`src/rtl/sync_fifo_ext.sv`:
```
// Synchronous event-path FIFO: power-of-two circular buffer with show-ahead or
// registered read, occupancy thresholds, sticky error flags, high-water mark and flush.
module sync_fifo_ext #(
    parameter int DWIDTH        = 136,
    parameter int DEPTH         = 16,
    parameter int AFULL_THRESH  = DEPTH - 2,
    parameter int AEMPTY_THRESH = 2,
    parameter int READ_MODE     = 0
) (
    input  logic                   clk,
    input  logic                   rst_n,
    input  logic                   flush,
    input  logic                   wr_en,
    input  logic [DWIDTH-1:0]      wdata,
    input  logic                   rd_en,
    output logic [DWIDTH-1:0]      rdata,
    output logic                   rvalid,
    output logic                   empty,
    output logic                   full,
    output logic                   almost_empty,
    output logic                   almost_full,
    output logic [$clog2(DEPTH):0] numel,
    output logic [$clog2(DEPTH):0] hwm,
    output logic                   overflow,
    output logic                   underflow
);

    localparam int AW = $clog2(DEPTH);
    localparam int CW = AW + 1;
    localparam logic [CW-1:0] DEPTH_N  = CW'(DEPTH);
    localparam logic [CW-1:0] AFULL_N  = CW'(AFULL_THRESH);
    localparam logic [CW-1:0] AEMPTY_N = CW'(AEMPTY_THRESH);

    if (DWIDTH < 1) begin : g_bad_dwidth
        $fatal(1, "sync_fifo_ext: DWIDTH must be >= 1");
    end
    if ((DEPTH < 2) || ((DEPTH & (DEPTH - 1)) != 0)) begin : g_bad_depth
        $fatal(1, "sync_fifo_ext: DEPTH must be a power of two >= 2");
    end
    if ((AFULL_THRESH < 1) || (AFULL_THRESH > DEPTH)) begin : g_bad_afull
        $fatal(1, "sync_fifo_ext: AFULL_THRESH out of range 1..DEPTH");
    end
    if ((AEMPTY_THRESH < 0) || (AEMPTY_THRESH > DEPTH - 1)) begin : g_bad_aempty
        $fatal(1, "sync_fifo_ext: AEMPTY_THRESH out of range 0..DEPTH-1");
    end

    logic [DWIDTH-1:0] mem [DEPTH];
    logic [AW-1:0]     wr_ptr;
    logic [AW-1:0]     rd_ptr;
    logic [CW-1:0]     numel_q;
    logic [CW-1:0]     numel_nxt;
    logic [CW-1:0]     hwm_q;
    logic              ovf_q;
    logic              udf_q;
    logic              rd_acc;
    logic              wr_acc;

    assign empty        = (numel_q == '0);
    assign full         = (numel_q == DEPTH_N);
    assign almost_empty = (numel_q <= AEMPTY_N);
    assign almost_full  = (numel_q >= AFULL_N);
    assign numel        = numel_q;
    assign hwm          = hwm_q;
    assign overflow     = ovf_q;
    assign underflow    = udf_q;

    // A write into a full FIFO only fits if a read frees the head slot this cycle.
    assign rd_acc = rd_en && !empty;
    assign wr_acc = wr_en && (!full || rd_acc);

    always_comb begin
        numel_nxt = numel_q;
        if (wr_acc && !rd_acc) begin
            numel_nxt = numel_q + CW'(1);
        end else if (!wr_acc && rd_acc) begin
            numel_nxt = numel_q - CW'(1);
        end
    end

    always_ff @(posedge clk) begin
        if (wr_acc && !flush) begin
            mem[wr_ptr] <= wdata;
        end
    end

    always_ff @(posedge clk or negedge rst_n) begin
        if (!rst_n) begin
            wr_ptr  <= '0;
            rd_ptr  <= '0;
            numel_q <= '0;
            hwm_q   <= '0;
            ovf_q   <= 1'b0;
            udf_q   <= 1'b0;
        end else if (flush) begin
            wr_ptr  <= '0;
            rd_ptr  <= '0;
            numel_q <= '0;
            hwm_q   <= '0;
            ovf_q   <= 1'b0;
            udf_q   <= 1'b0;
        end else begin
            if (wr_acc) begin
                wr_ptr <= wr_ptr + AW'(1);
            end
            if (rd_acc) begin
                rd_ptr <= rd_ptr + AW'(1);
            end
            numel_q <= numel_nxt;
            if (numel_nxt > hwm_q) begin
                hwm_q <= numel_nxt;
            end
            if (wr_en && !wr_acc) begin
                ovf_q <= 1'b1;
            end
            if (rd_en && empty) begin
                udf_q <= 1'b1;
            end
        end
    end

    if (READ_MODE == 0) begin : g_show_ahead
        assign rdata  = mem[rd_ptr];
        assign rvalid = !empty;
    end else begin : g_registered
        logic [DWIDTH-1:0] rdata_p1;
        logic              vld_p1;

        // Stage p1: word captured on the edge that accepts the read.
        always_ff @(posedge clk or negedge rst_n) begin
            if (!rst_n) begin
                rdata_p1 <= '0;
                vld_p1   <= 1'b0;
            end else if (flush) begin
                vld_p1 <= 1'b0;
            end else begin
                vld_p1 <= rd_acc;
                if (rd_acc) begin
                    rdata_p1 <= mem[rd_ptr];
                end
            end
        end

        assign rdata  = rdata_p1;
        assign rvalid = vld_p1;
    end

endmodule

```
`config.mk`:
```
export PLATFORM = sky130hd
export DESIGN_NAME = sync_fifo_ext
export DESIGN_NICKNAME = d
export VERILOG_FILES = /design/src/rtl/sync_fifo_ext.sv
export SDC_FILE = /design/constraint.sdc
export NUM_CORES = 2
export LEC_CHECK = 0
export BUFFER_PORTS_ARGS = -buffer_cell sky130_fd_sc_hd__buf_4
export CORE_ASPECT_RATIO = 1.5
export CORE_MARGIN = 1
export CORE_UTILIZATION = 37
export DETAILED_ROUTE_END_ITERATION = 8
export GPL_TIMING_DRIVEN = 0
export PLACE_DENSITY = 0.53
export SYNTH_ARGS = -nofsm -noshare
export SYNTH_HDL_FRONTEND = slang
export SYNTH_SLANG_ARGS = --single-unit
export TNS_END_PERCENT = 20
```
`constraint.sdc`:
```
create_clock -name clk -period 11.72 [get_ports clk]
set_clock_uncertainty 0.1 [all_clocks]
set_input_delay 1.758 -clock clk [delete_from_list [all_inputs] [get_ports clk]]
set_output_delay 1.758 -clock clk [all_outputs]
set_load 0.03 [all_outputs]
```
After elaboration in Yosys (flattened, before gate mapping)
Memories as Yosys holds them, arrays and structs flattened.
Cells that the tools add are included.
{"block": "totals", "regBits": 20, "ram_bits": 2176, "in_bits": 141, "word_cells": 49, "memories": 1}
{"name": "mem", "depth": 16, "width": 136, "read_ports": 1, "rd_ports_with_merged_regs": 0, "wr": 1, "line": "47", "text": "logic [DWIDTH-1:0] mem [DEPTH];"}
{"block": "classes", "add_sub_neg": 4, "magnitude_cmp": 3, "eq_ne": 1, "n_mux": 15, "reduce_logical": 19}
{"operator": "two-way mux 5 bit", "n": 5}
{"operator": "two-way mux 4 bit", "n": 4}
{"operator": "nonzero test 2 bit", "n": 5}
{"operator": "adder 4 x 1 -> 4 bit (second input constant)", "n": 2}
{"operator": "logical AND 1 bit", "n": 7}
{"operator": "two-way mux 1 bit", "n": 6}
{"operator": "adder 5 x 1 -> 5 bit (second input constant)", "n": 1}
{"operator": "equality test 5 bit (second input constant)", "n": 1}
{"operator": "greater-or-equal comparator 5 x 4 -> 1 bit (second input constant)", "n": 1}
{"operator": "> comparator 5 bit", "n": 1}
{"operator": "<= comparator 5 x 2 -> 1 bit (second input constant)", "n": 1}
{"operator": "zero test 1 bit", "n": 5}
{"operator": "zero test 5 bit", "n": 1}
{"operator": "subtractor 5 x 1 -> 5 bit (second input constant)", "n": 1}
{"operator": "logical OR 1 bit", "n": 1}

Depth between registers and ports, before layout
{"block": "depth", "depth_word": 12, "ltp_mapped": 14, "mapped_depth_nobuf": 13}

Worst setup path before layout
No wires, ideal clock.
{"block": "synth_timing", "path_type": "input port to flip-flop", "from": "input wr_en", "to": "memory mem[0][0] (enable)", "setup_time_ns": 0.798, "arrival_ns": 11.801, "required_ns": 10.822, "setup_slack_ns": -0.979, "cell_stages": 6, "path_buffers": 1, "cell_sequence": "buf_6 > inv_1 > a21oi_1 > nor2b_1 > nand2_1 > nor3_1"}
{"block": "synth_between", "elab_chain_len": 4}
{"element": "start, declared", "line": "13", "text": "input logic wr_en,"}
{"element": "logical AND 1 bit", "line": "69", "text": "assign wr_acc = wr_en && (!full || rd_acc);"}
{"element": "logical AND 1 bit", "line": "81", "text": "if (wr_acc && !flush) begin"}
{"element": "two-way mux 1 bit", "line": "81"}
{"element": "two-way mux 1 bit (not written as such)", "line": "82", "text": "mem[wr_ptr] <= wdata;"}
{"element": "end, declared", "line": "47"}
Every way passes these cells.

Worst setup path after layout
{"block": "layout_timing", "from": "register rd_ptr[1]", "to": "output rdata[12]"}
{"block": "layout_between", "elab_chain_len": 1}
{"element": "start, declared", "line": "49", "text": "logic [AW-1:0] rd_ptr;"}
{"element": "start signal, assigned", "line": "106", "text": "rd_ptr <= rd_ptr + AW'(1);"}
{"element": "memory (16 x 136 bit)"}
{"element": "end, declared", "line": "16", "text": "output logic [DWIDTH-1:0] rdata,"}
Every way passes these cells.

==> results.toml <==
[status]
status = "complete, no violations"

[grt]
grt_pass1_wl_um = 304800
grt_util_all_layers_pct = 19.17
antenna_found_initial = 37
grt_pass1_vias = 40070
busiest_layer = "met2"
met3_usage_pct = 3.997
grt_overflow = 0
use_met1_pct = 25.77
grt_max_degree = 22
grtUsageMet2_pct = 31.91

[cts]
cts_resized = 0
worstSkewPairLatency_ps = 850
cts_setup_buffers = 0
cts_tree = "yes"
cts_buffer_depth = 4
hold_buffers = 0
ctsRootBufferMaster = "clkbuf_16"
cts.sinks = 2196
clk_pin_slew_ps = 60
cts.htree.levels = 4
numCtsBuffers = 215

[pwr]
irDropWorstVdd_uv = 150.3
powerDensity_nw_per_um2 = 199.9
p_leak_uw = 0.03028

[sta]
fmax_mhz = 162.7
rsz0062_at_grt = "false"
min_period_over_period_pct = 52.45
finalHoldViolCount = 0
setup_viol = 0
relSlewSlack_pct = 17.09
fin_crit_ps = 6148
setup_ws_ps = 5572
tightest_slew_ps = 1244
timing.hold.ws_ps = 417.5
maxSlewViolCount = 0

[routing]
drtIter0Drc = 3452
drc_errors = 0
viasPerCell = 5.452
first_pass_iters = 7
drtAntennaViolNets = 0
vias = 37740
wl_per_cell_um = 31.36
wl_um = 217100

[final_layout]
final_area_um2 = 98390
layout-drive-gt1-share_pct = 38.25
final_nets = 4012
stdcell_count = 6922
area_growth_pct = 18.84
fin_util_pct = 44.26

[placed_design]
hpwlAfterDp_um = 139700
dp.cells = 6529
gp_congestion = 0.7093
detailed_place.area_um2 = 91700
portBuffers = 292
place_ws_ps = 6412

[yosys]
yosysSeqAreaShare_pct = 79.52
syn_inst = 3175
synth_edf_count = 2176
synth_async_sr_flop_share_pct = 0.9107
synth_top_cell_by_area = "edfxtp_1"
synth_ff_type = "edfxtp_1"
yosysWarnings = 0
synth_nets = 3330
syn_area_um2 = 82800
synth_top_area_share_pct = 78.92
synth.distinct_cells = 43
postSynthAreaPerCell_um2 = 26.08
synth.area.top_cells = "edfxtp_1 79%, mux4_2 18%, dfrtp_1 0.60%"
synth-seq-cells = 2196

[setup_path]
worstPathCellList = "clkbuf_1 -> clkbuf_2 -> clkbuf_1 -> mux4_2 -> mux4_2 -> buf_4"
cp_slowest_stage_delay_ps = 790
path_buf_inv = 4
endpoint_kind = "output pin"
crit_path_start_kind = "register"
worst_ep_arrival_time_ps = 4290
worst-setup-path-type = "register to output pin"
cp_max_fo = 10
cp.required_ps = 9860
crit_slowest_cell = "clkbuf_2"
crit_family = "buffers and inverters"

[floorplan]
core_um2 = 222300
start_util_pct = 37.25
pin_count = 294
rows = 212
die_w_um = 388.2
die_h_um = 581.4
dieArea_um2 = 225700

[min_path]
hold_path_class = "register to register"

[job]
cap_viol_max_count = 0
## routing by layer
metal,part of all wire (%),wire (um)
met1,41,89850
met3,6.4,13870
met2,50,108500
met5,0.10,227
met4,2.2,4691
## metrics by stage
step                TNS (ps)  power, uW
detailed placement         0      13270
global placement           -      13250
finish                     0      19660
floorplan            -398800      11730
global route               0      20360
CTS                        0      19960
## logic make-up after synthesis
| group | after synthesis | share of synthesized area [%] |
|---|---|---|
| flops | 2196 | 79.52 |
| mux | 682 | 18.52 |
| buf+inv | 174 | 0.9686 |
| simple gates | 71 | 0.4383 |
| compound gates | 29 | 0.2373 |
| fa+ha+maj | 15 | 0.2252 |
| xor+xnor | 8 | 0.08463 |
## state kept, by name, indices dropped and copies added (netlist names)
signal	cells
wr_ptr	4
overflow	1
mem	2176
underflow	1
numel	5
rd_ptr	4
hwm	5
## worst paths after layout
check / startpoint / endpoint / slack, ps / cells after the start
worst max-delay path: rd_ptr[1] / rdata[12] / 5570 / 6
worst min-delay path: overflow / overflow / 420 / 2
worst max register to register: numel[1] / mem[2][88] / 7390 / 13
worst min register to register: overflow / overflow / 420 / 2
max in group asynchronous: rst_n / rd_ptr[3] / 10610 / 1
min in group asynchronous: rst_n / overflow / 690 / 1
## power breakdown
group	switching (uW)	internal, uW	leakage (uW)
clock	2930	3760	0.00327
combinational	2300	1910	0.00713
sequential	34.6	8720	0.0199
## Yosys cell counts (all sizes together) (2+ instances only)
master and instances:
xnor2 3, nor2 27, nand2 10, a21oi 9, xor2 5, buf 86, nand3 5, mux4 680
clkbuf 76, a22o 6, inv 12, mux2i 2, nor3 5, or3 2, nand2b 3, dfrtp 20
nand4 3, ha 14, nor2b 9, o21ai 7, edfxtp 2176
## worst min-delay path, delay by kind of cell (launching register included)
kind,cells,cell delay [ps]
AND/OR/NAND/NOR,1,80
AO/OA/AOI/OAI,1,50
flip-flops,1,350
## cell type report
cell class                 instances  area [um^2]
antenna                            9        22.52
buffer                           162        764.5
clock buffer                     262         5620
clock inverter                   122         1051
fill                           18710       123900
inverter                          12        45.04
multi-input combinational        805        16270
sequential                      2196        65840
tap                             2889         3615
timing repair buffer             465         5165
## cell usage in the layout (no fill, tap or decap), types with 3 or more instances in the layout
| cell type | count |
|---|---|
| nand4_1 | 3 |
| inv_1 | 12 |
| clkinv_1 | 48 |
| clkinvlp_4 | 6 |
| nor2b_1 | 9 |
| buf_8 | 15 |
| bufinv_16 | 16 |
| xnor2_1 | 3 |
| buf_12 | 81 |
| o21ai_0 | 6 |
| nor2_4 | 12 |
| nor2_1 | 15 |
| nand3_1 | 5 |
| a21oi_1 | 9 |
| clkinv_2 | 44 |
| xor2_1 | 5 |
| ha_1 | 14 |
| buf_4 | 315 |
| dfrtp_1 | 20 |
| clkbuf_2 | 6 |
| nor3_2 | 3 |
| edfxtp_1 | 2176 |
| mux4_2 | 680 |
| buf_6 | 54 |
| buf_16 | 18 |
| diode_2 | 9 |
| nand2_1 | 9 |
| buf_1 | 15 |
| clkbuf_16 | 218 |
| inv_16 | 4 |
| a22o_1 | 5 |
| nand2b_1 | 3 |
| buf_2 | 53 |
| clkbuf_1 | 114 |
Note: power is estimated with default switching activity, not from simulation.
